**src/rtl/uart_pkg.sv**
```systemverilog
// Shared UART definitions: transmitter state encoding, parity selectors, line levels.
package uart_pkg;

    typedef enum logic [2:0] {
        IDLE   = 3'd0,
        START  = 3'd1,
        DATA   = 3'd2,
        PARITY = 3'd3,
        STOP   = 3'd4
    } tx_state_e;

    localparam logic PAR_EVEN   = 1'b0;
    localparam logic PAR_ODD    = 1'b1;

    localparam logic LINE_IDLE  = 1'b1;
    localparam logic LINE_START = 1'b0;

endpackage

```
**src/rtl/uart_tx_serializer.sv**
```systemverilog
// Payload shift register plus data-bit counter for the UART transmitter.
// o_bit is the bit the line should carry next: the current LSB, or the
// LSB after this cycle's shift when i_shift is asserted.
module uart_tx_serializer #(
    parameter int unsigned DATA_WIDTH = 8
) (
    input  logic                  i_clk,
    input  logic                  i_rst,
    input  logic                  i_load,
    input  logic [DATA_WIDTH-1:0] i_data,
    input  logic                  i_shift,
    output logic                  o_bit,
    output logic                  o_done
);

    localparam int unsigned      CNT_W    = (DATA_WIDTH > 1) ? $clog2(DATA_WIDTH) : 1;
    localparam logic [CNT_W-1:0] CNT_LAST = CNT_W'(DATA_WIDTH - 1);

    logic [DATA_WIDTH-1:0] shift_q;
    logic [DATA_WIDTH-1:0] shift_next;
    logic [CNT_W-1:0]      cnt_q;

    assign shift_next = shift_q >> 1;
    assign o_done     = (cnt_q == CNT_LAST);

    // Looking one shift ahead lets the registered line output carry bit k+1
    // in the cycle after the shift, so bit 0 can go out straight from START.
    assign o_bit      = i_shift ? shift_next[0] : shift_q[0];

    // Load clears the counter; shifting stops counting at the last bit (no wrap).
    always_ff @(posedge i_clk) begin
        if (i_rst) begin
            shift_q <= '0;
            cnt_q   <= '0;
        end else if (i_load) begin
            shift_q <= i_data;
            cnt_q   <= '0;
        end else if (i_shift && !o_done) begin
            shift_q <= shift_next;
            cnt_q   <= cnt_q + CNT_W'(1);
        end
    end

endmodule

```
**src/rtl/uart_tx.sv**
```systemverilog
// UART transmitter: start bit, LSB-first data, optional parity, stop bit.
// One i_clk cycle is one bit period; o_tx and o_busy come straight from flops.
module uart_tx
    import uart_pkg::*;
#(
    parameter int unsigned DATA_WIDTH = 8
) (
    input  logic                  i_clk,
    input  logic                  i_rst,
    input  logic [DATA_WIDTH-1:0] i_data,
    input  logic                  i_data_valid,
    input  logic                  i_par_en,
    input  logic                  i_par_type,
    output logic                  o_tx,
    output logic                  o_busy
);

    tx_state_e             state_q;
    tx_state_e             state_d;
    logic [DATA_WIDTH-1:0] data_q;
    logic                  par_en_q;
    logic                  par_type_q;
    logic                  tx_d;
    logic                  busy_d;
    logic                  accept;
    logic                  shift_en;
    logic                  ser_bit;
    logic                  ser_done;
    logic                  parity_bit;

    // New payload is taken only while idle or during the stop bit.
    assign accept     = i_data_valid && ((state_q == IDLE) || (state_q == STOP));
    assign shift_en   = (state_q == DATA) && !ser_done;
    assign parity_bit = (^data_q) ^ (par_type_q == PAR_ODD);

    uart_tx_serializer #(
        .DATA_WIDTH (DATA_WIDTH)
    ) u_serializer (
        .i_clk   (i_clk),
        .i_rst   (i_rst),
        .i_load  (accept),
        .i_data  (i_data),
        .i_shift (shift_en),
        .o_bit   (ser_bit),
        .o_done  (ser_done)
    );

    // State register, registered outputs and the per-frame latched settings.
    always_ff @(posedge i_clk) begin
        if (i_rst) begin
            state_q    <= IDLE;
            o_tx       <= LINE_IDLE;
            o_busy     <= 1'b0;
            data_q     <= '0;
            par_en_q   <= 1'b0;
            par_type_q <= PAR_EVEN;
        end else begin
            state_q <= state_d;
            o_tx    <= tx_d;
            o_busy  <= busy_d;
            if (accept) begin
                data_q     <= i_data;
                par_en_q   <= i_par_en;
                par_type_q <= i_par_type;
            end
        end
    end

    // Next state plus the line/busy values that go with it.
    always_comb begin
        state_d = state_q;
        tx_d    = LINE_IDLE;
        busy_d  = 1'b0;
        unique case (state_q)
            IDLE: begin
                if (accept) begin
                    state_d = START;
                    tx_d    = LINE_START;
                    busy_d  = 1'b1;
                end
            end
            START: begin
                state_d = DATA;
                tx_d    = ser_bit;
                busy_d  = 1'b1;
            end
            DATA: begin
                busy_d = 1'b1;
                if (ser_done) begin
                    if (par_en_q) begin
                        state_d = PARITY;
                        tx_d    = parity_bit;
                    end else begin
                        state_d = STOP;
                        tx_d    = LINE_IDLE;
                    end
                end else begin
                    tx_d = ser_bit;
                end
            end
            PARITY: begin
                state_d = STOP;
                tx_d    = LINE_IDLE;
                busy_d  = 1'b1;
            end
            STOP: begin
                if (accept) begin
                    state_d = START;
                    tx_d    = LINE_START;
                    busy_d  = 1'b1;
                end else begin
                    state_d = IDLE;
                end
            end
            default: begin
                state_d = IDLE;
            end
        endcase
    end

endmodule

```
**config.mk**
```make
export PLATFORM = sky130hd
export DESIGN_NAME = uart_tx
export DESIGN_NICKNAME = d
export VERILOG_FILES = /design/src/rtl/uart_pkg.sv /design/src/rtl/uart_tx_serializer.sv /design/src/rtl/uart_tx.sv
export SDC_FILE = /design/constraint.sdc
export NUM_CORES = 1
export LEC_CHECK = 0
export BUFFER_PORTS_ARGS = -buffer_cell sky130_fd_sc_hd__buf_2
export CELL_PAD_IN_SITES_DETAIL_PLACEMENT = 1
export CELL_PAD_IN_SITES_GLOBAL_PLACEMENT = 1
export CORE_UTILIZATION = 42
export CTS_CLUSTER_SIZE = 14
export DETAILED_ROUTE_END_ITERATION = 10
export PLACE_DENSITY = 0.75
export SLEW_MARGIN = 20
export SYNTH_ARGS = -nofsm -noshare
export SYNTH_HDL_FRONTEND = slang
export SYNTH_SLANG_ARGS = --single-unit
```
**constraint.sdc**
```tcl
create_clock -name i_clk -period 2 [get_ports i_clk]
set_input_delay 0.4 -clock i_clk [delete_from_list [all_inputs] [get_ports i_clk]]
set_output_delay 0.4 -clock i_clk [all_outputs]
set_load 0.01 [all_outputs]
```
After elaboration in Yosys (flattened, before gate mapping)

Index checks and enable logic that the tools add are counted.

Register bits after elaboration: 26

Equality and inequality tests: 7
Reductions and logical operators: 12
$add $sub $neg: 1
Mux-type cells: 14
Bitwise operators: 1

Operator list:

| cell                  | count |
|---|---|
| $mux W8               | 2 |
| $pmux W3 S5           | 1 |
| $mux W3               | 3 |
| $reduce_xor A8 Y1     | 1 |
| $eq A3 B2 Y1 const B  | 2 |
| $eq A3 B3 Y1 const B  | 2 |
| $mux W1               | 6 |
| $reduce_or A2 Y1      | 2 |
| $add A3 B1 Y3 const B | 1 |
| $eq A3 B1 Y1 const B  | 1 |
| $logic_and A1 B1 Y1   | 3 |
| $logic_not A3 Y1      | 1 |
| $pmux W1 S3           | 1 |
| $reduce_or A3 Y1      | 1 |
| $ne A2 B1 Y1 const B  | 1 |
| $ne A2 B2 Y1 const B  | 1 |
| $pmux W1 S2           | 1 |
| $reduce_and A2 Y1     | 1 |
| $reduce_bool A2 Y1    | 1 |
| $logic_not A1 Y1      | 1 |
| $logic_or A1 B1 Y1    | 1 |
| $xor A1 B1 Y1         | 1 |

Longest topological paths before layout

Depth in word-level cells: 6
Mapped depth: 6
Depth with buffers taken out: 6

Modules after synthesis

From an unflattened synthesis, not the netlist that was laid out.

Cells, all modules: 135
Area total of the unflattened synthesis: 1265.0 sq um

Modules (own cells, without submodules):

| module             | cells an instance | area an instance (sq um) | sequential area each (sq um) | times used |
|---|---|---|---|---|
| uart_tx            | 77                | 651.9                    | 300.3                        | 1 |
| uart_tx_serializer | 58                | 613.1                    | 220.2                        | 1 |

Worst setup path before layout

Ideal clock, no wire load.

Kind: flip-flop to flip-flop
From: register state_q[1]
To: register o_tx
Stages on the path, launching flop included: 6
Data arrival time: 1454 ps
Slack: 424 ps
Cells stage by stage: dfxtp_1 buf_6 or4b_1 a31o_1 nor4_2 nor3_1

Longest elaborated chain between the ends: 5
Elaborated cells on any way between the ends: 12
Those cells by class: eq/ne: 3; mux: 4; reduce/logical: 5

Ends and longest elaborated chain:

| item                                                      | line                                         | source |
|---|---|---|
| start, declared                                           | uart_tx.sv:18                                | `tx_state_e state_q;` |
| start signal, assigned                                    | uart_tx.sv:58                                | `state_q <= state_d;` |
| $eq A3 B2 Y1, or another cell as far along                | uart_tx.sv:33, uart_tx.sv:74                 |  |
| $logic_and A1 B1 Y1 or $logic_or A1 B1 Y1 (tied branches) | uart_tx.sv:33, uart_tx.sv:32                 |  |
| $mux W1 or $logic_and A1 B1 Y1 (tied branches)            | uart_tx_serializer.sv:28, uart_tx.sv:32      |  |
| $mux W1, on equally long branches                         | uart_tx.sv:89, uart_tx.sv:76, uart_tx.sv:107 |  |
| $pmux W1 S3 (*)                                           | uart_tx.sv:74                                | `unique case (state_q)` |
| end signal, assigned                                      | uart_tx.sv:59                                | `o_tx <= tx_d;` |
| end, declared                                             | uart_tx.sv:14                                | `output logic o_tx,` |

Mark *: on every way between the ends. The rest lies on a longest branch, timed or not.
A chain may end at the register's enable or synchronous reset.

Worst setup path after layout

From: register state_q[1]
To: register u_serializer.shift_q[3]

Longest elaborated chain between the ends: 4
Elaborated cells on any way between the ends: 9
Those cells by class: eq/ne: 2; mux: 1; reduce/logical: 6

Ends and longest elaborated chain:

| item                                                      | line                                    | source |
|---|---|---|
| $eq A3 B3 Y1, or another cell as far along                | uart_tx.sv:32                           | `assign accept = i_data_valid && ((state_q == IDLE) \|\| (state_q == STOP));` |
| $logic_or A1 B1 Y1 or $logic_and A1 B1 Y1 (tied branches) | uart_tx.sv:32, uart_tx.sv:33            |  |
| $logic_and A1 B1 Y1, on equally long branches             | uart_tx.sv:32, uart_tx_serializer.sv:38 |  |
| $mux W8 or $reduce_bool A2 Y1 (tied branches)             | n/a                                     |  |
| end signal, assigned                                      | uart_tx_serializer.sv:36                | `shift_q <= i_data;` |
| end signal, assigned                                      | uart_tx_serializer.sv:39                | `shift_q <= shift_next;` |
| end, declared                                             | uart_tx_serializer.sv:19                | `logic [DATA_WIDTH-1:0] shift_q;` |

Parallel ways exist; a longest one is shown, timed or not.

==> impl_metrics.toml <==
[setup_path]
arrival_ns = 1.98
critPathLaunchType = "flip-flop"
cp_cell_sequence = "or3b_4 -> nor2_4 -> mux2i_1 -> a211oi_1"
r2r_start = "state_q[1]$_SDFFE_PP0P_"
reg2reg_setup_slack_ns = 0.25
r2r_cells = 4
required_ns = 2.23
cp-end-kind = "flip-flop"
worstPathMaxFanout = 11
slowest_stage = "dfxtp_1"
slowest_delay_ns = 0.49
critPathKind = "reg -> reg"
rr_endpoint = "u_serializer.shift_q[3]$_SDFFE_PP0P_"

[floorplanning]
placeableCoreArea_um2 = 2545
die_y_um = 54.78
initial_core_util_pct = 45.97
ios = 15
die_w_um = 54.78
num_rows = 18
dieArea_um2 = 3000

[min_path]
hp-start = "i_par_en"
holdPathEnd = "par_en_q$_SDFFE_PP0N_"
hold_class = "in -> reg"
min_path_cells = 3

[route]
drcViolationCount = 0
drtIter0Drc = 3
wl_met1_mm = 1.160
dr.pass1.iters = 2
wl_met3_um = 58
vias = 923
wl_met2_mm = 1.274
ant_nets = 0
top_layer_used = "met4"
vias_per_cell = 5.462
wl_per_cell_um = 14.83
routed_wl_mm = 2.507

[finish]
layout.cells.non_filler = 169
finalInstanceArea_um2 = 1285
area_delta_synth_final_pct = 9.839
nNetsFinal = 155
final_cell_mix = "26 x dfxtp_1, 21 x nand2_1, 14 x buf_2, 13 x a21oi_1"
antenna_cells = 0
layout-drive-gt1-share_pct = 18.71
final_common_cell = "dfxtp_1"
final_util_pct = 50.49

[global_routing]
antenna_found_initial = 0
grt-ovfl-total = 0
grt_pass1_wl_mm = 4.112
grt_max_degree = 27
track_usage_pct = 19.61
grt_pass1_vias = 880

[timing]
min_period_ns = 1.750
worstMarginPinSlew_ns = 0.4019
setup_viol = 0
timing.final.ws_setup_ns = 0.2504
whs_ns = 0.3082
finalClockSkew_ns = 0.01331
fin_crit_sh_pct = 87.48
timing.fmax_ghz = 0.5716
setup_tns_ns = 0
relSlewSlack_pct = 73.14
slew_violations = 0
hold_viol = 0
rsz0062_at_grt = "no"

[logic_synthesis]
synth-edff-count = 0
synthCells = 126
synth_cell_type_count = 31
async_flop_share_pct = 0
synth_top_area_cell = "dfxtp_1"
yosys-top-cells-area = "dfxtp_1 44%, mux2i_1 8.6%, nand2_1 6.7%, a21oi_1 5.6%, a211oi_1 4.5%"
ys_warn_count = 0
synth_top_cell_area_share_pct = 44.49
ys_seq_area_share_pct = 44.49
mappedNetlistArea_um2 = 1170
synthesis.nets = 141
ys_seq_elements = 26
ys.flop_type = "dfxtp_1"
avgSynthCellArea_um2 = 9.285

[pwr]
powerDensity_nw_per_um2 = 825.3
vdd_drop_max_uv = 406.7
power.total_mw = 1.061
p_leak_nw = 0.4993

[clocking]
cts_made_buffers = 3
post_cts_buffers = 0
hold_buffers = 0
clockBufferDepth = 2
clock_sinks = 26
cts_tree = "yes"
cts_max_level = 1
clock_latency_ns = 0.32
clk_transition_reported_paths_ns = 0.15
cts_resized = 0
cts-root-buf = "clkbuf_4"

[run_status]
status = "completed"

[placed_design]
place_congestion = 0.7297
place_inst = 165
dp_slack_ns = 0.2521
dpl.hpwl_mm = 1.853
dpl-instance-area_um2 = 1249
port_buffers = 14

[job]
cap_viol_max_count = 0
[worst max path at each step]
stage,from,endpoint,slack [ns]
floorplan,state_q[1]$_SDFFE_PP0P_,o_tx$_SDFF_PP1_,0.42
global placement,state_q[1]$_SDFFE_PP0P_,u_serializer.shift_q[6]$_SDFFE_PP0P_,0.35
detailed placement,state_q[1]$_SDFFE_PP0P_,u_serializer.shift_q[3]$_SDFFE_PP0P_,0.25
CTS,state_q[1]$_SDFFE_PP0P_,u_serializer.shift_q[3]$_SDFFE_PP0P_,0.22
global route,state_q[1]$_SDFFE_PP0P_,u_serializer.shift_q[3]$_SDFFE_PP0P_,0.08
finish,state_q[1]$_SDFFE_PP0P_,u_serializer.shift_q[3]$_SDFFE_PP0P_,0.25
[critical path: cells and delay by family (launching register included)]
family	cells	cell delay (ns)
AND/OR/NAND/NOR	2	0.79
flip-flops	1	0.49
multiplexers	1	0.15
AO/OA/AOI/OAI	1	0.24
[flip-flops by register name, indices dropped and copies added (netlist names)]
name,flops
o_tx,1
par_type_q,1
data_q,8
state_q,3
u_serializer.shift_q,8
par_en_q,1
o_busy,1
u_serializer.cnt_q,3
[logic make-up after synthesis]
kind of cell / share of synthesized area [%]
muxes: 8.556
and+or+nand+nor: 20.32
adders and majority gates: 2.139
buffers and inverters: 5.668
AOI/OAI and AO/OA: 12.41
xor gates and xnor gates: 6.417
DFF: 44.49
[report_power, final]
group | internal (mW) | switching [mW] | total (mW)
Combinational | 0.0955 | 0.107 | 0.203
Sequential | 0.561 | 0.0308 | 0.591
Clock | 0.111 | 0.155 | 0.266
Total | 0.767 | 0.293 | 1.06
[cell type report]
type / count / area (um^2)
clock buffers: 4 / 36.28
fillers: 317 / 1260
inverters: 2 / 7.507
multi-input cells: 89 / 583.1
flip-flops and latches: 26 / 520.5
well taps: 30 / 37.54
repair buffers: 18 / 100.1
[per-layer routing]
| layer | track usage, % | vias to the layer above |
|---|---|---|
| met5 | 0 | - |
| met4 | 6.410 | 0 |
| met3 | 3.333 | 2 |
| met2 | 34.34 | 13 |
| met1 | 23.87 | 445 |
| li1 | - | 463 |
[cells in the mapped netlist, types with 2 or more instances]
| library cell | instances |
|---|---|
| a211oi_1 | 7 |
| xnor2_1 | 4 |
| nor3_1 | 5 |
| buf_1 | 2 |
| nor2_1 | 10 |
| nand2_1 | 21 |
| xor2_1 | 2 |
| inv_1 | 2 |
| clkbuf_1 | 4 |
| a21oi_1 | 13 |
| ha_1 | 2 |
| dfxtp_1 | 26 |
| mux2i_1 | 10 |
(Power assumes the default switching activity.)
